==> config.mk <==
export PLATFORM = sky130hd
export DESIGN_NAME = bch_ibm_decoder
export DESIGN_NICKNAME = d
export VERILOG_FILES = /design/src/rtl/bch_gf_pkg.sv /design/src/rtl/bch_gf_dot.sv /design/src/rtl/bch_ibm_decoder.sv
export SDC_FILE = /design/constraint.sdc
export NUM_CORES = 1
export LEC_CHECK = 0
export CORE_ASPECT_RATIO = 1.1
export CORE_UTILIZATION = 31
export DETAILED_ROUTE_END_ITERATION = 6
export HOLD_SLACK_MARGIN = 0.06
export RECOVER_POWER = 50
export SYNTH_ARGS = -nofsm -noshare
export SYNTH_HDL_FRONTEND = slang
export SYNTH_SLANG_ARGS = --single-unit
==> constraint.sdc <==
create_clock -name clk -period 5.5 [get_ports clk]
set_input_delay 1.1 -clock clk [delete_from_list [all_inputs] [get_ports clk]]
set_output_delay 1.1 -clock clk [all_outputs]
set_load 0.005 [all_outputs]
==> src/rtl/bch_gf_pkg.sv <==
// Shared definitions for the BCH decoder blocks.
//   - Default field and code constants (GF(2^5), t = 3, x^5 + x^2 + 1).
//   - Decoder state enumeration.
//   - gf_mul: combinational shift-and-reduce GF(2^m) multiply.
//     Operands are carried in GfMaxM-bit containers, so one function serves any field width
//     up to GfMaxM. The field width and polynomial are passed as arguments.
package bch_gf_pkg;

    localparam int unsigned GfMaxM = 16;
    localparam int unsigned GfM = 5;
    localparam int unsigned GfT = 3;
    localparam logic [GfMaxM:0] GfPrimPoly = 17'h00025;

    typedef enum logic [1:0] {
        StIdle,
        StDisc,
        StUpd,
        StFin
    } state_e;

    // MSB-first multiply: shift the partial product left, fold x^m back in with the
    // polynomial, then add a wherever b has a set bit.
    function automatic logic [GfMaxM-1:0] gf_mul(input logic [GfMaxM-1:0] a,
                                                 input logic [GfMaxM-1:0] b,
                                                 input int unsigned      m,
                                                 input logic [GfMaxM:0]  poly);
        logic [GfMaxM:0] p;
        p = '0;
        for (int i = GfMaxM - 1; i >= 0; i--) begin
            if (i < int'(m)) begin
                p = p << 1;
                if (p[m[4:0]]) begin
                    p = p ^ poly;
                end
                if (b[i]) begin
                    p = p ^ {1'b0, a};
                end
            end
        end
        return p[GfMaxM-1:0];
    endfunction

endpackage

==> src/rtl/bch_gf_dot.sv <==
// Combinational GF(2^M) inner product: y = XOR over k of a_k * b_k.
// Ports:
//   a_i  N packed M-bit operands, a_k at bits [k*M +: M]
//   b_i  N packed M-bit operands, b_k at bits [k*M +: M]
//   y_o  M-bit inner product
module bch_gf_dot
    import bch_gf_pkg::*;
#(
    parameter int unsigned     M         = GfM,
    parameter int unsigned     N         = GfT + 1,
    parameter logic [GfMaxM:0] PRIM_POLY = GfPrimPoly
) (
    input  logic [N*M-1:0] a_i,
    input  logic [N*M-1:0] b_i,
    output logic [M-1:0]   y_o
);

    logic [M-1:0] acc;

    always_comb begin
        acc = '0;
        for (int k = 0; k < int'(N); k++) begin
            acc = acc ^ M'(gf_mul(GfMaxM'(a_i[k*M +: M]), GfMaxM'(b_i[k*M +: M]),
                                  M, PRIM_POLY));
        end
        y_o = acc;
    end

endmodule

==> src/rtl/bch_ibm_decoder.sv <==
// Inversionless Berlekamp-Massey engine for binary BCH codes over GF(2^M).
// Takes 2T syndromes, runs 2T discrepancy/update iterations and returns an
// un-normalised error-locator polynomial (only its roots matter downstream).
// Ports:
//   clk        clock
//   reset      asynchronous active-high reset
//   start      request, sampled only while idle
//   syndromes  S_(j+1) at bits [j*M +: M], j = 0..2T-1
//   busy       high from the cycle after acceptance until done
//   done       one-cycle pulse, results valid
//   sigma      Lambda_i at bits [i*M +: M]
//   deg        final locator degree L
//   fail       L > T at completion (uncorrectable)
module bch_ibm_decoder
    import bch_gf_pkg::*;
#(
    parameter int unsigned     M         = GfM,
    parameter int unsigned     T         = GfT,
    parameter logic [GfMaxM:0] PRIM_POLY = GfPrimPoly,
    parameter int unsigned     LW        = $clog2(2 * T + 1)
) (
    input  logic                 clk,
    input  logic                 reset,
    input  logic                 start,
    input  logic [2*T*M-1:0]     syndromes,
    output logic                 busy,
    output logic                 done,
    output logic [(T+1)*M-1:0]   sigma,
    output logic [LW-1:0]        deg,
    output logic                 fail
);

    localparam int unsigned PW = (T + 1) * M;
    localparam logic [PW-1:0] PolyOne = PW'(1);
    localparam logic [LW-1:0] LastR = LW'(2 * T - 1);

    state_e            state_q;
    logic [2*T*M-1:0]  synd_q;
    logic [PW-1:0]     lambda_q;
    logic [PW-1:0]     b_q;
    logic [M-1:0]      gamma_q;
    logic [M-1:0]      delta_q;
    logic [LW-1:0]     l_q;
    logic [LW-1:0]     r_q;
    logic              busy_q;
    logic              done_q;
    logic [PW-1:0]     sigma_q;
    logic [LW-1:0]     deg_q;
    logic              fail_q;

    logic [PW-1:0]     s_sel;
    logic [M-1:0]      delta_d;
    logic [PW-1:0]     b_shift;
    logic [PW-1:0]     lambda_upd;
    logic [M-1:0]      gl;
    logic [M-1:0]      db;
    logic              do_swap;
    int                l_ext;
    logic [LW-1:0]     l_new;

    // Align S_(r+1-i) with Lambda_i; indices before S_1 contribute zero.
    always_comb begin
        s_sel = '0;
        for (int i = 0; i <= int'(T); i++) begin
            if (int'(r_q) >= i) begin
                s_sel[i*M +: M] = synd_q[(int'(r_q) - i) * M +: M];
            end
        end
    end

    bch_gf_dot #(
        .M         (M),
        .N         (T + 1),
        .PRIM_POLY (PRIM_POLY)
    ) u_disc (
        .a_i (lambda_q),
        .b_i (s_sel),
        .y_o (delta_d)
    );

    // x*B: B_T falls off the top since it would only feed degree T+1.
    assign b_shift = {b_q[T*M-1:0], {M{1'b0}}};

    // Lambda' = gamma*Lambda + delta*(x*B)
    always_comb begin
        lambda_upd = '0;
        gl = '0;
        db = '0;
        for (int i = 0; i <= int'(T); i++) begin
            gl = M'(gf_mul(GfMaxM'(gamma_q), GfMaxM'(lambda_q[i*M +: M]), M, PRIM_POLY));
            db = M'(gf_mul(GfMaxM'(delta_q), GfMaxM'(b_shift[i*M +: M]), M, PRIM_POLY));
            lambda_upd[i*M +: M] = gl ^ db;
        end
    end

    assign do_swap = (delta_q != '0) && ((int'(l_q) * 2) <= int'(r_q));

    always_comb begin
        l_ext = int'(r_q) + 1 - int'(l_q);
        if (l_ext > int'(2 * T)) begin
            l_ext = int'(2 * T);
        end
        l_new = LW'(l_ext);
    end

    always_ff @(posedge clk or posedge reset) begin
        if (reset) begin
            state_q  <= StIdle;
            synd_q   <= '0;
            lambda_q <= PolyOne;
            b_q      <= PolyOne;
            gamma_q  <= M'(1);
            delta_q  <= '0;
            l_q      <= '0;
            r_q      <= '0;
            busy_q   <= 1'b0;
            done_q   <= 1'b0;
            sigma_q  <= PolyOne;
            deg_q    <= '0;
            fail_q   <= 1'b0;
        end else begin
            done_q <= 1'b0;
            unique case (state_q)
                StIdle: begin
                    if (start) begin
                        synd_q   <= syndromes;
                        lambda_q <= PolyOne;
                        b_q      <= PolyOne;
                        gamma_q  <= M'(1);
                        l_q      <= '0;
                        r_q      <= '0;
                        busy_q   <= 1'b1;
                        state_q  <= StDisc;
                    end
                end
                StDisc: begin
                    delta_q <= delta_d;
                    state_q <= StUpd;
                end
                StUpd: begin
                    lambda_q <= lambda_upd;
                    if (do_swap) begin
                        b_q     <= lambda_q;
                        gamma_q <= delta_q;
                        l_q     <= l_new;
                    end else begin
                        b_q <= b_shift;
                    end
                    if (r_q == LastR) begin
                        state_q <= StFin;
                    end else begin
                        r_q     <= r_q + LW'(1);
                        state_q <= StDisc;
                    end
                end
                StFin: begin
                    sigma_q <= lambda_q;
                    deg_q   <= l_q;
                    fail_q  <= (l_q > LW'(T));
                    done_q  <= 1'b1;
                    busy_q  <= 1'b0;
                    state_q <= StIdle;
                end
                default: state_q <= StIdle;
            endcase
        end
    end

    assign busy  = busy_q;
    assign done  = done_q;
    assign sigma = sigma_q;
    assign deg   = deg_q;
    assign fail  = fail_q;

endmodule

Word-level counts from Yosys, hierarchy flattened
Cells that the tools add are included.

storage, ports and cells
  bits in registers = 109
  bits in latches = 0
  bits in writable memories = 0
  memory bits (read-only) = 0
  input bits = 33
  output and inout port bits = 26
  word-level logic and storage cells = 265
  memories kept = 0

operators by class
  $add $sub $neg = 6
  $mul = 4
  div/mod/pow operators = 0
  $lt $le $gt $ge = 6
  equality and inequality tests = 7
  shift operators = 4
  muxes and demuxes = 121
  bitwise gates (word level) = 94
  reduce and logical (&&, ||, !) cells = 10

operator list
  operator                                                               number
  5-bit 2-to-1 mux                                                       60
  5-bit XOR                                                              50
  3-bit 2-to-1 mux                                                       48
  30-bit by 33-bit indexed part select with 5-bit output                 3
  2-bit inverter                                                         44
  20-bit case mux with 2 select lines                                    1
  15-bit case mux with 2 select lines                                    1
  30-bit by 7-bit indexed part select with 5-bit output                  1
  4-bit by 4-bit multiplier with 8-bit output, second input constant     3
  20-bit 2-to-1 mux                                                      1
  15-bit 2-to-1 mux                                                      1
  3-bit case mux with 2 select lines                                     2
  5-bit case mux with 2 select lines                                     1
  2-bit case mux with 4 select lines                                     1
  3-bit by 2-bit subtractor with 4-bit output, second input constant     2
  3-bit by 2-bit >= comparator with 1-bit output, second input constant  2
  3-bit by 3-bit multiplier with 6-bit output, second input constant     1
  2-bit != test, second input constant                                   3
  2-bit AND reduction                                                    3
  3-bit AND reduction                                                    2
  5-bit by 4-bit > comparator with 1-bit output, second input constant   1
  5-bit nonzero test                                                     1
  4-bit by 3-bit subtractor with 5-bit output                            1
  3-bit by 1-bit adder with 4-bit output, second input constant          1
  other kinds (14)                                                       18

Logic depth before layout (Yosys ltp)
  word-level depth = 24
  depth in mapped cells = 22
  mapped depth without buffers = 18

Hierarchy
Synthesis repeated with hierarchy kept, for this count alone.

second synthesis, totals
  cells, all modules = 1418
  area, all modules = 12403.1 µm²

modules (own cells, without submodules)
  module           instances  cells an instance  area an instance (µm²)  seq. area each (µm²)
  bch_ibm_decoder  1          1218               11096.9                 2732.6
  bch_gf_dot       1          200                1306.3                  0.0

Least setup slack after synthesis
OpenSTA, ideal clock, no wires.

  kind = register to register
  start = reg r_q[0]
  end = reg delta_q[2]
  setup time = 0.131 ns
  arrival = 5.286 ns
  data required time = 5.369 ns
  path slack = 0.082 ns
  cell stages (with the launch flop) = 23
  buffers on the path = 5
  clock period less this slack = 5.418 ns
  cells stage by stage = dfrtp_1 > buf_6 > buf_12 > inv_2 > buf_2 > ha_1 > buf_2 > inv_1 > clkbuf_1 > ha_1 > ha_1 > fa_1 > nand3_1 > a21o_1 > a21o_1 > o31a_1 > a211oi_2 > xnor2_1 > xor3_1 > xnor3_2 > xnor2_1 > xnor2_1 > o21ai_1

on the way
  word-level cells in the longest chain between the ends = 20
  elaborated cells on any way between the ends = 80
  classes of those cells = 3 x add/sub; 4 x mul; 3 x order compare; 4 x shift; 39 x mux; 27 x bitwise

RTL lines
  item                                                    line                    RTL
  start, declared                                         bch_ibm_decoder.sv:44   logic [LW-1:0] r_q;
  start signal, assigned                                  bch_ibm_decoder.sv:152  r_q <= r_q + LW'(1);
  3-bit by 1-bit subtractor with 4-bit output             bch_ibm_decoder.sv:66   s_sel[i*M +: M] = synd_q[(int'(r_q) - i) * M +: M];
  4-bit by 4-bit multiplier with 8-bit output             bch_ibm_decoder.sv:66
  30-bit by 33-bit indexed part select with 5-bit output  bch_ibm_decoder.sv:66
  5-bit 2-to-1 mux                                        bch_ibm_decoder.sv:65   if (int'(r_q) >= i) begin
  5-bit 2-to-1 mux                                        bch_gf_pkg.sv:35        if (b[i]) begin
  5-bit XOR                                               bch_gf_pkg.sv:36        p = p ^ {1'b0, a};
  5-bit 2-to-1 mux                                        bch_gf_pkg.sv:35
  3-bit 2-to-1 mux                                        bch_gf_pkg.sv:32        if (p[m[4:0]]) begin
  (+3 left out)                                           -
  5-bit XOR                                               bch_gf_pkg.sv:36
  5-bit 2-to-1 mux                                        bch_gf_pkg.sv:35
  2-bit inverter (no line)                                -
  3-bit 2-to-1 mux                                        bch_gf_pkg.sv:32
  5-bit XOR                                               bch_gf_pkg.sv:36
  5-bit 2-to-1 mux                                        bch_gf_pkg.sv:35
  5-bit XOR (2 in series)                                 bch_gf_dot.sv:23        acc = acc ^ M'(gf_mul(GfMaxM'(a_i[k*M +: M]), GfMaxM'(b_i[k*M +: M]),
  5-bit XOR (*)                                           bch_gf_dot.sv:23
  end signal, assigned                                    bch_ibm_decoder.sv:137  delta_q <= delta_d;
  end, declared                                           bch_ibm_decoder.sv:42   logic [M-1:0] delta_q;

Mark *: on every way between the ends. The rest lies on a longest branch, timed or not.
A chain may end at the register's enable or synchronous reset.

Worst setup path in the final report
Ends and elaborated chain as after synthesis.

==> results_dict.tcl <==
set metrics [dict create \
    mappedNetlistNets 1511 \
    dieWidth_um 197 \
    violations "capacitance limit, slew limit" \
    ys_seq_elements 109 \
    dr.pass1.iters 5 \
    cts-buffers-inserted 9 \
    critical_path_class "reg2reg" \
    die_area_mm2 0.0425 \
    drtIter0Drc 877 \
    cap_violations 2 \
    setup_tns_ns 0 \
    dieHeight_um 216 \
    numPortBuffers 58 \
    cts_resized 0 \
    wl_um 37900 \
    cts_root_buffer "clkbuf_16" \
    placed_cells 1949 \
    path_clk_slew_ns 0.08 \
    drc 0 \
    first_global_vias 10700 \
    fin_hold_ws_ns 0.485 \
    via_per_inst 5.47 \
    hold_class "reg2reg" \
    cts.path.max_buffers 2 \
    met3_length_um 2290 \
    yosys_warnings 0 \
    hpwl_um 26400 \
    fin_nets 1466 \
    fin_worst_skew_ns 0.0143 \
    routed.top_layer "met4" \
    avgSynthCellArea_um2 8.94 \
    clock_latency_ns 0.39 \
    antenna_found_initial 0 \
    syn-cell-area_mm2 0.0129 \
    fmax_mhz 192 \
    ff2ff_path_depth 18 \
    cts_max_level 3 \
    synth_edf_count 0 \
    hold_violations 0 \
    wire_per_inst_um 19.3 \
    cp.arrival_ns 5.47 \
    cp_max_fo 24 \
    cts_tree "done" \
    synthArstFlopShare_pct 100 \
    coreArea_mm2 0.0412 \
    stdcell_count 1965 \
    slew_headroom_pct -101 \
    setup_viol 0 \
    grt-ovfl-total 0 \
    worstMarginPinSlew_ns 3.00 \
    grt_first_pass_wirelength_um 61100 \
    num_vias 10700 \
    clock_sinks 109 \
    initial_core_util_pct 31.3 \
    fin_crit_sh_pct 94.7 \
    syn_inst 1445 \
    outcome "finished with violations" \
    cp-start-kind "register" \
    met2RoutedLength_um 18200 \
    synth-seq-area-share_pct 21.2 \
    fin_crit_ns 5.21 \
    cp-end-kind "register" \
    cpMostUsedCell "ha_1" \
    syn2layout_area_growth_pct 8.29 \
    cp_slowest_cell "a2111oi_0" \
    rows 78 \
    io_pins 59 \
    ys_types 95 \
    grt_max_degree 78 \
    hold_buffers 0 \
    ant_nets 0 \
    rsz0062_at_grt "no" \
    holdPathStages 1 \
    crit_chain "ha_1 -> inv_1 -> ha_1 -> inv_1 -> ha_1 -> ha_1 -> fa_1 -> inv_1 -> or2b_2 -> a2111oi_0 -> buf_4 -> nor2_1 -> nor2_1 -> xnor3_4 -> xnor3_2 -> xnor2_1 -> xnor2_1 -> o21ai_1" \
    diodes 0 \
    final_layout_size_suffix_gt1_share_pct 15.5 \
    cp_data_required_time_ns 5.76 \
    critical-path-max-stage-delay_ns 0.69 \
    wl_met1_um 16200 \
    post_cts.repair.setup_buffers 0 \
    gp_congestion 0.930 \
    track_usage_pct 18.2 \
    synth-main-ff-cell "dfrtp_1" \
    slew_viol_final 108 \
]
state kept, by name, summed over array words and instances, names as in the netlist:
name      flops
state_q       2
lambda_q     20
busy          1
sigma        20
b_q          15
delta_q       5
l_q           3
synd_q       30
done          1
gamma_q       5
fail          1
r_q           3
deg           3
placed cells by master, fill, tap and decap left out, types with 28 or more instances in the layout:
master,n
clkdlybuf4s50_1,53
o21ai_0,64
mux4_2,68
xnor2_1,175
mux2_2,65
a21oi_1,32
inv_1,28
nand2_1,314
nor2_1,46
mux2i_1,50
dfrtp_1,103
xor2_1,56
final cells by class:
| class | instances | area (um2) |
|---|---|---|
| inverters | 33 | 124 |
| fillers | 4245 | 27200 |
| clock inverters | 6 | 80.1 |
| repair buffers | 86 | 787 |
| flip-flops and latches | 109 | 2740 |
| well taps | 560 | 701 |
| multi-input cells | 1161 | 9310 |
| clock buffers | 10 | 239 |
cells in the mapped netlist, types with 18 or more instances:
cell type / number / share of area (%)
ha_1: 28 / 2.7
inv_1: 28 / 0.81
a21oi_1: 32 / 1.2
mux2_2: 65 / 5.7
mux2i_1: 50 / 3.9
xor2_1: 56 / 3.8
nand3_1: 18 / 0.70
xnor2_1: 175 / 12
nor2_1: 46 / 1.3
nand2b_1: 18 / 0.87
nand2_1: 314 / 9.1
dfrtp_1: 105 / 20
clkbuf_1: 98 / 2.8
mux4_2: 68 / 12
o21ai_0: 64 / 2.5
final timing paths:
kind                         from         end  slack, ns
setup / recovery           r_q[0]  delta_q[2]       0.29
hold / removal               busy        busy       0.49
setup reg to reg           r_q[0]  delta_q[2]       0.29
hold reg to reg              busy        busy       0.49
max in group asynchronous   reset      r_q[0]       1.16
min in group asynchronous   reset        done       2.25
cell families (layout without fill, tap and decap cells):
group                    count (synthesis)  count (layout)  synth area share [%]
adder cells (fa/ha/maj)                 33              33                  3.49
XOR/XNOR                               245             245                  18.1
AND/OR/NAND/NOR                        467             467                  15.8
multiplexers                           188             188                  22.4
buffers and inverters                  175             135                  6.85
flip-flops                             109             109                  21.2
AO/OA/AOI/OAI                          228             228                  12.1
worst max-delay path, delay by kind of cell (launching register included):
kind,cells,cell delay (ns)
compound gates,2,0.76
fa+ha+maj,5,1.49
xor+xnor,4,1.06
buf+inv,4,0.54
simple gates,3,0.60
flops,1,0.63
per-layer routing:
| metal | GRT usage, % | vias up |
|---|---|---|
| met4 | 7.55 | 0 |
| met2 | 30.1 | 420 |
| met3 | 2.33 | 86 |
| met5 | 0 | - |
| li1 | - | 4932 |
| met1 | 24.0 | 5305 |
stage by stage:
step	instance area [um2]	utilization, %	worst slack, ns
2_1_floorplan	12900	-	0.0824
3_3_place_gp	13700	33.2	0.414
3_5_place_dp	13700	33.2	0.350
4_1_cts	14000	34.0	0.313
5_1_grt	14000	33.9	0.0651
6_report	14000	33.9	0.291
Power is left out: the tool's default activity adds up to more than one toggle a clock period on the data nets, which glitch-free logic cannot reach.
